<file path="config.mk">
export PLATFORM = sky130hd
export DESIGN_NAME = instruction_fetch
export DESIGN_NICKNAME = d
export VERILOG_FILES = /design/src/rtl/instruction_fetch.sv
export SDC_FILE = /design/constraint.sdc
export NUM_CORES = 1
export LEC_CHECK = 0
export ABC_AREA = 1
export CAP_MARGIN = 20
export CORE_ASPECT_RATIO = 1.1
export CORE_MARGIN = 4
export CORE_UTILIZATION = 48
export CTS_BUF_LIST = sky130_fd_sc_hd__clkbuf_4
export CTS_CLUSTER_SIZE = 28
export DETAILED_ROUTE_END_ITERATION = 10
export PLACE_DENSITY = 0.83
export SETUP_SLACK_MARGIN = 0.15
export SLEW_MARGIN = 20
export SYNTH_ARGS = -nofsm -noshare
export SYNTH_HDL_FRONTEND = slang
export SYNTH_SLANG_ARGS = --single-unit
</file>
<file path="constraint.sdc">
create_clock -name clk -period 2.01 [get_ports clk]
set_input_delay 0.402 -clock clk [delete_from_list [all_inputs] [get_ports clk]]
set_output_delay 0.402 -clock clk [all_outputs]
set_load 0.01 [all_outputs]
</file>
<file path="src/rtl/instruction_fetch.sv">
// Instruction fetch stage: owns the PC, drives the instruction memory
// handshake and loads the IF/ID pipeline register feeding decode.
// A word that arrives while the stage is stalled is parked in holdInstr
// (state HOLD) and released on the first unstalled cycle.
module instruction_fetch #(
  parameter logic [63:0] RESET_PC = 64'h0,
  parameter logic [31:0] NOP      = 32'hD503201F
) (
  input  logic        clk,
  input  logic        reset,
  input  logic [63:0] IDBranchPC,
  input  logic        IDTakeBranch,
  input  logic        Stall,
  output logic        ImemReq,
  output logic [63:0] ImemAddr,
  input  logic        ImemReady,
  input  logic [31:0] ImemData,
  output logic [63:0] IFPC,
  output logic [63:0] IDPC,
  output logic [31:0] IDInstr,
  output logic        IDValid
);

  typedef enum logic {FETCH, HOLD} state_t;

  state_t      state, state_next;
  logic [63:0] pc, pc_next;
  logic [31:0] hold_instr, hold_next;
  logic [63:0] id_pc_next;
  logic [31:0] id_instr_next;
  logic        id_valid_next;
  logic [63:0] pc_plus4;

  assign pc_plus4 = pc + 64'd4;
  assign ImemAddr = pc;
  assign IFPC     = pc;
  assign ImemReq  = (state == FETCH) && reset;

  // Register update; reset is synchronous and discards any parked word
  always_ff @(posedge clk) begin
    if (!reset) begin
      state      <= FETCH;
      pc         <= RESET_PC;
      hold_instr <= NOP;
      IDPC       <= 64'd0;
      IDInstr    <= NOP;
      IDValid    <= 1'b0;
    end else begin
      state      <= state_next;
      pc         <= pc_next;
      hold_instr <= hold_next;
      IDPC       <= id_pc_next;
      IDInstr    <= id_instr_next;
      IDValid    <= id_valid_next;
    end
  end

  // Next-state logic: stall beats redirect, redirect beats a returned word
  always_comb begin
    state_next    = state;
    pc_next       = pc;
    hold_next     = hold_instr;
    id_pc_next    = IDPC;
    id_instr_next = IDInstr;
    id_valid_next = IDValid;
    case (state)
      FETCH: begin
        if (Stall) begin
          if (ImemReady) begin
            hold_next  = ImemData;
            state_next = HOLD;
          end
        end else if (IDTakeBranch) begin
          pc_next       = IDBranchPC;
          id_pc_next    = pc;
          id_instr_next = NOP;
          id_valid_next = 1'b0;
        end else if (ImemReady) begin
          id_pc_next    = pc;
          id_instr_next = ImemData;
          id_valid_next = 1'b1;
          pc_next       = pc_plus4;
        end else begin
          id_pc_next    = pc;
          id_instr_next = NOP;
          id_valid_next = 1'b0;
        end
      end
      HOLD: begin
        if (!Stall) begin
          state_next = FETCH;
          if (IDTakeBranch) begin
            pc_next       = IDBranchPC;
            id_pc_next    = pc;
            id_instr_next = NOP;
            id_valid_next = 1'b0;
          end else begin
            id_pc_next    = pc;
            id_instr_next = hold_instr;
            id_valid_next = 1'b1;
            pc_next       = pc_plus4;
          end
        end
      end
      default: state_next = FETCH;
    endcase
  end

endmodule

</file>
==> Flow_metrics.wiki, run 1 <==
{| class="wikitable"
! Metric !! Value
|-
| Clock transition at the registers of the reported paths || between 0.15 and 0.2 ns
|-
| Number of endpoints with negative hold slack in the final report || 0
|-
| Switch Pwr || 0.002616 W
|-
| Area of the placeable core || roughly 0.021 mm^2
|-
| Max capacitance violation total || 0
|-
| Dominant cell type by area after synthesis || sky130_fd_sc_hd__dfxtp_1
|-
| Slew HR || 31.65%
|-
| Number of vias per cell || roughly 5.6
|-
| Combinational power share || 20.6%
|-
| Worst clock skew on the final layout || about 0.024 ns
|-
| Main area contributors after synthesis || sky130_fd_sc_hd__dfxtp_1 (39%), sky130_fd_sc_hd__nand2_1 (13%), sky130_fd_sc_hd__nor2_1 (7.9%)
|-
| Pin count of the biggest net entering global routing || between 100 and 150
|-
| CTS Buffer Depth || 2
|-
| Category of the most critical setup path || reg2out
|-
| Count of unique library cells instantiated by Yosys || 33
|-
| Hold Slack || 0.3350 ns
|-
| Routed Wire Length || 40130 um
|-
| Row count || 55
|-
| H-Tree Depth || 4
|-
| CTS tree || yes
|-
| Number of primary I/O pins || 327
|-
| Share of post-route cells with drive strength above 1 || 20.58%
|-
| Wire length of the first global-routing pass || 61850 um
|-
| Number of synthesized flops with an enable pin || 0
|-
| Worst Slack Setup Final || about 0.18 ns
|-
| Prevailing post-synth register cell || sky130_fd_sc_hd__dfxtp_1
|-
| First drt pass iteration count || 5
|-
| Power Internal || 0.005392 W
|-
| Share of total power in the clock network || a little over a quarter
|-
| Path class of the lowest-slack min-delay path || in2reg
|-
| Final period demand of the worst path || 1.832 ns
|-
| Element type at the critical path start || flop
|-
| Post-synthesis async set-or-reset flop share || 0%
|-
| Top fanout value on the critical path || 4
|-
| Post-CTS Hold Buffers || 0
|-
| Mapped Area || 0.009972 mm^2
|-
| RSZ-0062 raised after global routing || yes
|-
| Number of flip-flops and latches in the synthesized netlist || 194
|-
| Starting Density || 48.63%
|-
| Worst slack at placement || -0.07905 ns
|-
| Actual transition at the worst max-transition pin || between 1 and 1.5 ns
|-
| Avg Inst Size Synth || 6.720 um^2
|-
| Global-route congestion overflow total || 0
|-
| Part of the power in registers || 52.0%
|-
| Number of clock sinks || just under 200
|-
| Top-area cell type share of the netlist area || just under 40%
|-
| GRT Total Usage || 32.99%
|-
| Setup_tns || 0 ns
|-
| Nets || 1955
|-
| Post-synthesis to final-layout area growth || 45.97%
|-
| Final setup violation count || 0
|-
| Clock network latency to the later pin of the worst-skew pair || 0.62 ns
|-
| Area of the die || around 0.023 mm^2
|-
| Number of nets with antenna violations after routing || 0
|-
| Part of the Yosys area used for sequential elements || 38.95%
|-
| X dimension of the die || 145.4 um
|-
| Clock tree root driver cell || sky130_fd_sc_hd__clkbuf_4
|-
| Number of input and output port buffers inserted || ~330
|-
| Peak supply drop || between 0.4 and 0.5 mV
|-
| Y dimension of the die || around 160 um
|-
| Instance count of the mapped netlist || 1484
|-
| Post-detailed-placement half-perimeter wirelength || ~29000 um
|-
| Post-Syn Nets || 1586
|-
| Starting DRC count in detailed routing || 1073
|-
| Final max-slew violation count || 0
|-
| Critical path required time || 1.61 ns
|-
| Warnings, synthesis || 0
|-
| Share of the cycle needed by the critical path after routing || 91.13%
|-
| Via Count || 11880
|-
| Routed wire length per instance || 18.90 um
|-
| Result of the run || finished, final reports clean
|-
| Maximum clock frequency || 546.0 MHz
|-
| Pwr/cell area || 550.1 mW/mm^2
|-
| Number of global-route vias before repair || between 10000 and 15000
|-
| Kind of capture point of the worst setup path || primary output
|-
| Worst Path Arrival || 1.43 ns
|-
| Switch share || 32.67%
|-
| Initial antenna violation count || 1
|-
| Total CTS buffers || 17
|-
| Leakage Power || about 6.4 nW
|-
| Routability cong. || 0.9997
|-
| DRC viols || 0
|}
metrics by stage:
| step | cell area (um^2) | power, W | cells | util (%) |
|---|---|---|---|---|
| after floorplan | 9972 | 0.005014 | 1484 | - |
| final | 14560 | 0.008008 | 2123 | 70.98 |
| after global routing | 14560 | 0.008312 | 2123 | 70.98 |
| after CTS | 14230 | 0.007987 | 2113 | 69.39 |
| after global placement | 13710 | 0.005897 | 2042 | 66.87 |
| after detailed placement | 13710 | 0.005929 | 2042 | 66.87 |
cells in the final DEF, fill, tap and decap left out, drive strengths merged, types with 2 or more instances in the layout:
master / netlist / final
a31oi: 35 / 35
nand3: 136 / 136
inv: 98 / 104
dfxtp: 194 / 194
nor2: 232 / 232
a21oi: 73 / 73
nand4: 17 / 17
clkbuf: 54 / 20
buf: 89 / 169
nand2: 378 / 378
a22oi: 5 / 5
o211ai: 23 / 23
nor3: 11 / 11
o221ai: 13 / 13
dlygate4sd2: 0 / 201
a211oi: 2 / 2
clkdlybuf4s15: 0 / 23
clkinv: 2 / 9
o21ai: 118 / 118
clkdlybuf4s50: 0 / 98
timing repair:
item | in CTS | in global routing
resized for setup | 342 | 94
buffers inserted | 39 | 9
pin swaps | 2 | 17
setup endpoints to repair | 254 | 66
logic make-up after synthesis:
| logic type | after synthesis | synth area share, % |
|---|---|---|
| buffers and inverters | 243 | 12.28 |
| and+or+nand+nor | 776 | 33.27 |
| adders and majority gates | 1 | 0.1255 |
| DFF | 194 | 38.95 |
| AOI/OAI and AO/OA | 270 | 15.37 |
layer usage:
metal	GRT usage, %	share of wire (%)
met1	37.47	37
met2	57.73	49
met5	0	0
met4	14.46	4.8
met3	9.451	9.3
worst max-delay path, cell delays in order (launching register included):
cell                            delay [ns]
sky130_fd_sc_hd__dfxtp_4              0.38
sky130_fd_sc_hd__buf_4                0.15
sky130_fd_sc_hd__dlygate4sd2_1        0.28
power by group through the flow:
stage	logic (W)	clock network [W]	registers, W
after floorplan	0.000680	0	0.00433
after global placement	0.00163	0	0.00426
after detailed placement	0.00166	0	0.00427
after CTS	0.00161	0.00222	0.00416
after global routing	0.00177	0.00236	0.00419
final	0.00165	0.00220	0.00416
final timing paths:
kind	cells past startpoint	end	slack (ns)	start
worst max-delay path	2	IFPC[51]	0.18	IFPC[51]
worst max register to register	10	IFPC[60]	0.18	IFPC[15]
worst min-delay path	5	IFPC[5]	0.33	Stall
worst min register to register	2	IDPC[13]	0.47	IDPC[13]
sequential cells by signal, indices dropped and copies added (netlist names):
signal,cells
hold_instr,32
IFPC,64
IDPC,64
state,1
IDInstr,32
IDValid,1
layout make-up:
cell class	instances	area, um^2
Inverter	100	375.4
Timing Repair Buffer	493	4388
Multi-Input combinational cell	1047	5145
Sequential cell	194	4029
Clock inverter	14	161.4
Tap cell	256	320.3
Clock buffer	18	135.1
Fill cell	1782	5951
Antenna cell	1	2.502
synth_stat cells (6+ instances only):
| master | instances |
|---|---|
| sky130_fd_sc_hd__a21oi_1 | 70 |
| sky130_fd_sc_hd__a31oi_1 | 35 |
| sky130_fd_sc_hd__buf_1 | 6 |
| sky130_fd_sc_hd__buf_2 | 13 |
| sky130_fd_sc_hd__buf_4 | 69 |
| sky130_fd_sc_hd__clkbuf_1 | 51 |
| sky130_fd_sc_hd__dfxtp_1 | 194 |
| sky130_fd_sc_hd__inv_1 | 95 |
| sky130_fd_sc_hd__nand2_1 | 356 |
| sky130_fd_sc_hd__nand2_2 | 20 |
| sky130_fd_sc_hd__nand3_1 | 136 |
| sky130_fd_sc_hd__nand4_1 | 17 |
| sky130_fd_sc_hd__nor2_1 | 209 |
| sky130_fd_sc_hd__nor2_2 | 14 |
| sky130_fd_sc_hd__nor2_4 | 9 |
| sky130_fd_sc_hd__nor3_1 | 10 |
| sky130_fd_sc_hd__o211ai_1 | 23 |
| sky130_fd_sc_hd__o21ai_0 | 116 |
| sky130_fd_sc_hd__o221ai_1 | 13 |
Note: power is estimated with default switching activity, not from simulation.
==> inputs of run 2 (changes only) <==
==> constraint.sdc (replaced) <==
create_clock -name clk -period 2.01 [get_ports clk]
set_input_delay 0.402 -clock clk [delete_from_list [all_inputs] [get_ports clk]]
set_output_delay 0.402 -clock clk [all_outputs]
set_load 0.05 [all_outputs]
==> run 2 against run 1 <==
First-iteration DRC count shrank 21%. Clock skew about the same. Clock power grew 4%. Global-route usage fell by 0.87 points. Fmax shrank 1.5%. Count of clock-buffer cells in the layout shrank 1.
==> Flow_metrics.wiki, run 2 (synthesized netlist as in run 1, its figures left out) <==
{| class="wikitable"
! Metric !! Value
|-
| Critical Path Sink || IFPC[63]
|-
| Worst Path Arrival || 2.36 ns
|-
| Leading cell type in the layout, fill and taps excluded || sky130_fd_sc_hd__nand2_1
|-
| Nets || 1915
|-
| Maximum clock frequency || roughly 540 MHz
|-
| Post-detailed-placement half-perimeter wirelength || 29420 um
|-
| Pwr/cell area || around 620 mW/mm^2
|-
| Final max-slew violation count || 0
|-
| Number of input and output port buffers inserted || ~330
|-
| Starting Density || around half
|-
| H-Tree Depth || 4
|-
| Clock network latency to the later pin of the worst-skew pair || roughly 0.62 ns
|-
| Post-synthesis to final-layout area growth || 40.40%
|-
| CTS tree || yes
|-
| Number of clock sinks || 194
|-
| CTS Buffer Depth || 2
|-
| Setup_tns || 0 ns
|-
| Final period demand of the worst path || 1.859 ns
|-
| Fill cell instance count of the final layout || 1791
|-
| Max capacitance violation total || 0
|-
| Y dimension of the die || 159.2 um
|-
| FF+latch area || a little under 0.004 mm^2
|-
| Final setup violation count || 0
|-
| Peak supply drop || 0.4057 mV
|-
| Path class of the lowest-slack min-delay path || in2reg
|-
| Total CTS buffers || 17
|-
| Critical path required time || 2.51 ns
|-
| Highest-count cells in the layout ignoring fill and taps || sky130_fd_sc_hd__nand2_1 (344), sky130_fd_sc_hd__buf_4 (276), sky130_fd_sc_hd__nor2_1 (181)
|-
| Kind of capture point of the worst setup path || flop
|-
| Most used routing layer in global routing || met2
|-
| GRT Total Usage || between 30% and 40%
|-
| Top fanout value on the critical path || 4
|-
| Clock tree root driver cell || sky130_fd_sc_hd__clkbuf_4
|-
| Number of vias per cell || 5.564
|-
| RSZ-0062 raised after global routing || yes
|-
| Routability cong. || 1.020
|-
| Post-CTS Hold Buffers || 0
|-
| Launch point of the worst path || IFPC[36]
|-
| Number of endpoints with negative hold slack in the final report || 0
|-
| Pin count of the biggest net entering global routing || slightly below 90
|-
| Routed Wire Length || 38980 um
|-
| Depth of the worst register-to-register path || 9
|-
| Area of the placeable core || slightly above 0.02 mm^2
|-
| Wire length of the first global-routing pass || 60330 um
|-
| Via Count || 11600
|-
| Number of primary I/O pins || 327
|-
| Starting DRC count in detailed routing || 850
|-
| Clock transition at the registers of the reported paths || roughly 0.19 ns
|-
| Slew HR || 54.29%
|-
| DRC viols || 0
|-
| GRT met3 Usage || 8.597%
|-
| Reg-to-reg critical path endpoint || IFPC[63]
|-
| Reg-to-reg startpoint || IFPC[36]
|-
| Row count || 55
|-
| Result of the run || finished, final reports clean
|-
| Worst reg-to-reg setup slack || 0.15 ns
|-
| Global-route congestion overflow total || 0
|-
| Element type at the critical path start || flop
|-
| Worst Min Path Start || reset
|-
| First drt pass iteration count || 5
|-
| Number of global-route vias before repair || roughly 11000
|-
| X dimension of the die || 145.4 um
|-
| Share of post-route cells with drive strength above 1 || about 28%
|-
| Share of the cycle needed by the critical path after routing || 92.50%
|-
| Category of the most critical setup path || reg2reg
|-
| Leakage Power || 5.690 nW
|-
| Area of the die || approximately 0.023 mm^2
|-
| Initial antenna violation count || 3
|-
| M2 GR Usage || 56.30%
|-
| Share of the core filled with cells in the final layout || around 70%
|-
| Routed wire length per instance || 18.70 um
|-
| Number of nets with antenna violations after routing || 0
|-
| GR met1 Demand/Resource || 36.49%
|-
| Worst clock skew on the final layout || roughly 0.024 ns
|-
| Area of combinational cells with multiple inputs || 0.005092 mm^2
|-
| Actual transition at the worst max-transition pin || between 0.6 and 0.7 ns
|}
[run 2: changes by cell type in the layout (fill, tap and decap cells not counted), sizes merged]
| cell | before | now |
|---|---|---|
| buf | 169 | 300 |
| bufinv | 0 | 1 |
| clkbuf | 20 | 19 |
| clkdlybuf4s15 | 23 | 53 |
| clkinv | 9 | 7 |
| clkinvlp | 1 | 2 |
| diode | 1 | 3 |
| dlygate4sd2 | 201 | 0 |
| inv | 104 | 105 |
[run 2: where the power goes]
part | internal [W] | switching (W)
Clock | 0.000692 | 0.00159
Sequential | 0.00404 | 0.000150
Combinational | 0.000764 | 0.00149
[run 2: worst min path at each step]
stage | end | slack [ns] | depth (start not counted)
floorplan | hold_instr[0] | 0.43 | 2
global placement | hold_instr[4] | 0.44 | 2
detailed placement | hold_instr[0] | 0.45 | 2
CTS | hold_instr[13] | 0.27 | 3
global route | IFPC[14] | 0.29 | 4
finish | IFPC[11] | 0.31 | 4
[run 2: area by class of cell]
class | instances | share of cell area (%)
clock buffers | 17 | 0.9115
flip-flops and latches | 194 | 28.07
inverters | 100 | 2.681
diodes | 3 | 0.05362
multi-input cells | 1047 | 36.37
repair buffers | 453 | 28.32
clock inverters | 15 | 1.305
well taps | 256 | 2.288
[run 2: repair_timing]
item | in CTS | in global routing
setup buffers | 1 | 5
resized for setup | 225 | 100
endpoints found under the setup margin | 105 | 69
pin swaps | 1 | 12
[run 2: layer usage]
metal | part of all wire, % | up-vias | wire length (um)
met3 | 9.2 | 117 | 3576
met4 | 4.3 | 0 | 1666
met1 | 37 | 5402 | 14500
met2 | 49 | 588 | 19230
li1 | - | 5493 | -
met5 | 0 | - | 0
[run 2: critical path, stage by stage, from the launching register on]
cell and delay (ns):
sky130_fd_sc_hd__dfxtp_1 0.43, sky130_fd_sc_hd__nand2_1 0.11, sky130_fd_sc_hd__nor2_1 0.18, sky130_fd_sc_hd__nand2_1 0.22, sky130_fd_sc_hd__nor2_2 0.23, sky130_fd_sc_hd__nand2_1 0.16
sky130_fd_sc_hd__o21ai_0 0.17, sky130_fd_sc_hd__nand3_1 0.11, sky130_fd_sc_hd__nand2_1 0.07, sky130_fd_sc_hd__a21oi_1 0.06
[run 2: metrics by stage]
step | area, um^2 | hold slack, ns | setup slack, ns | cells | total power (W)
finish | 14000 | 0.3149 | 0.1508 | 2085 | 0.008737
global route | 14000 | 0.2882 | 0.08934 | 2085 | 0.009062
CTS | 13800 | 0.2662 | 0.07398 | 2077 | 0.008764
detailed placement | 13350 | 0.4472 | -0.06304 | 2044 | 0.006529
global placement | 13350 | 0.4369 | -0.02673 | 2044 | 0.006499
floorplan | 9978 | 0.4289 | 0.1541 | 1484 | 0.005673
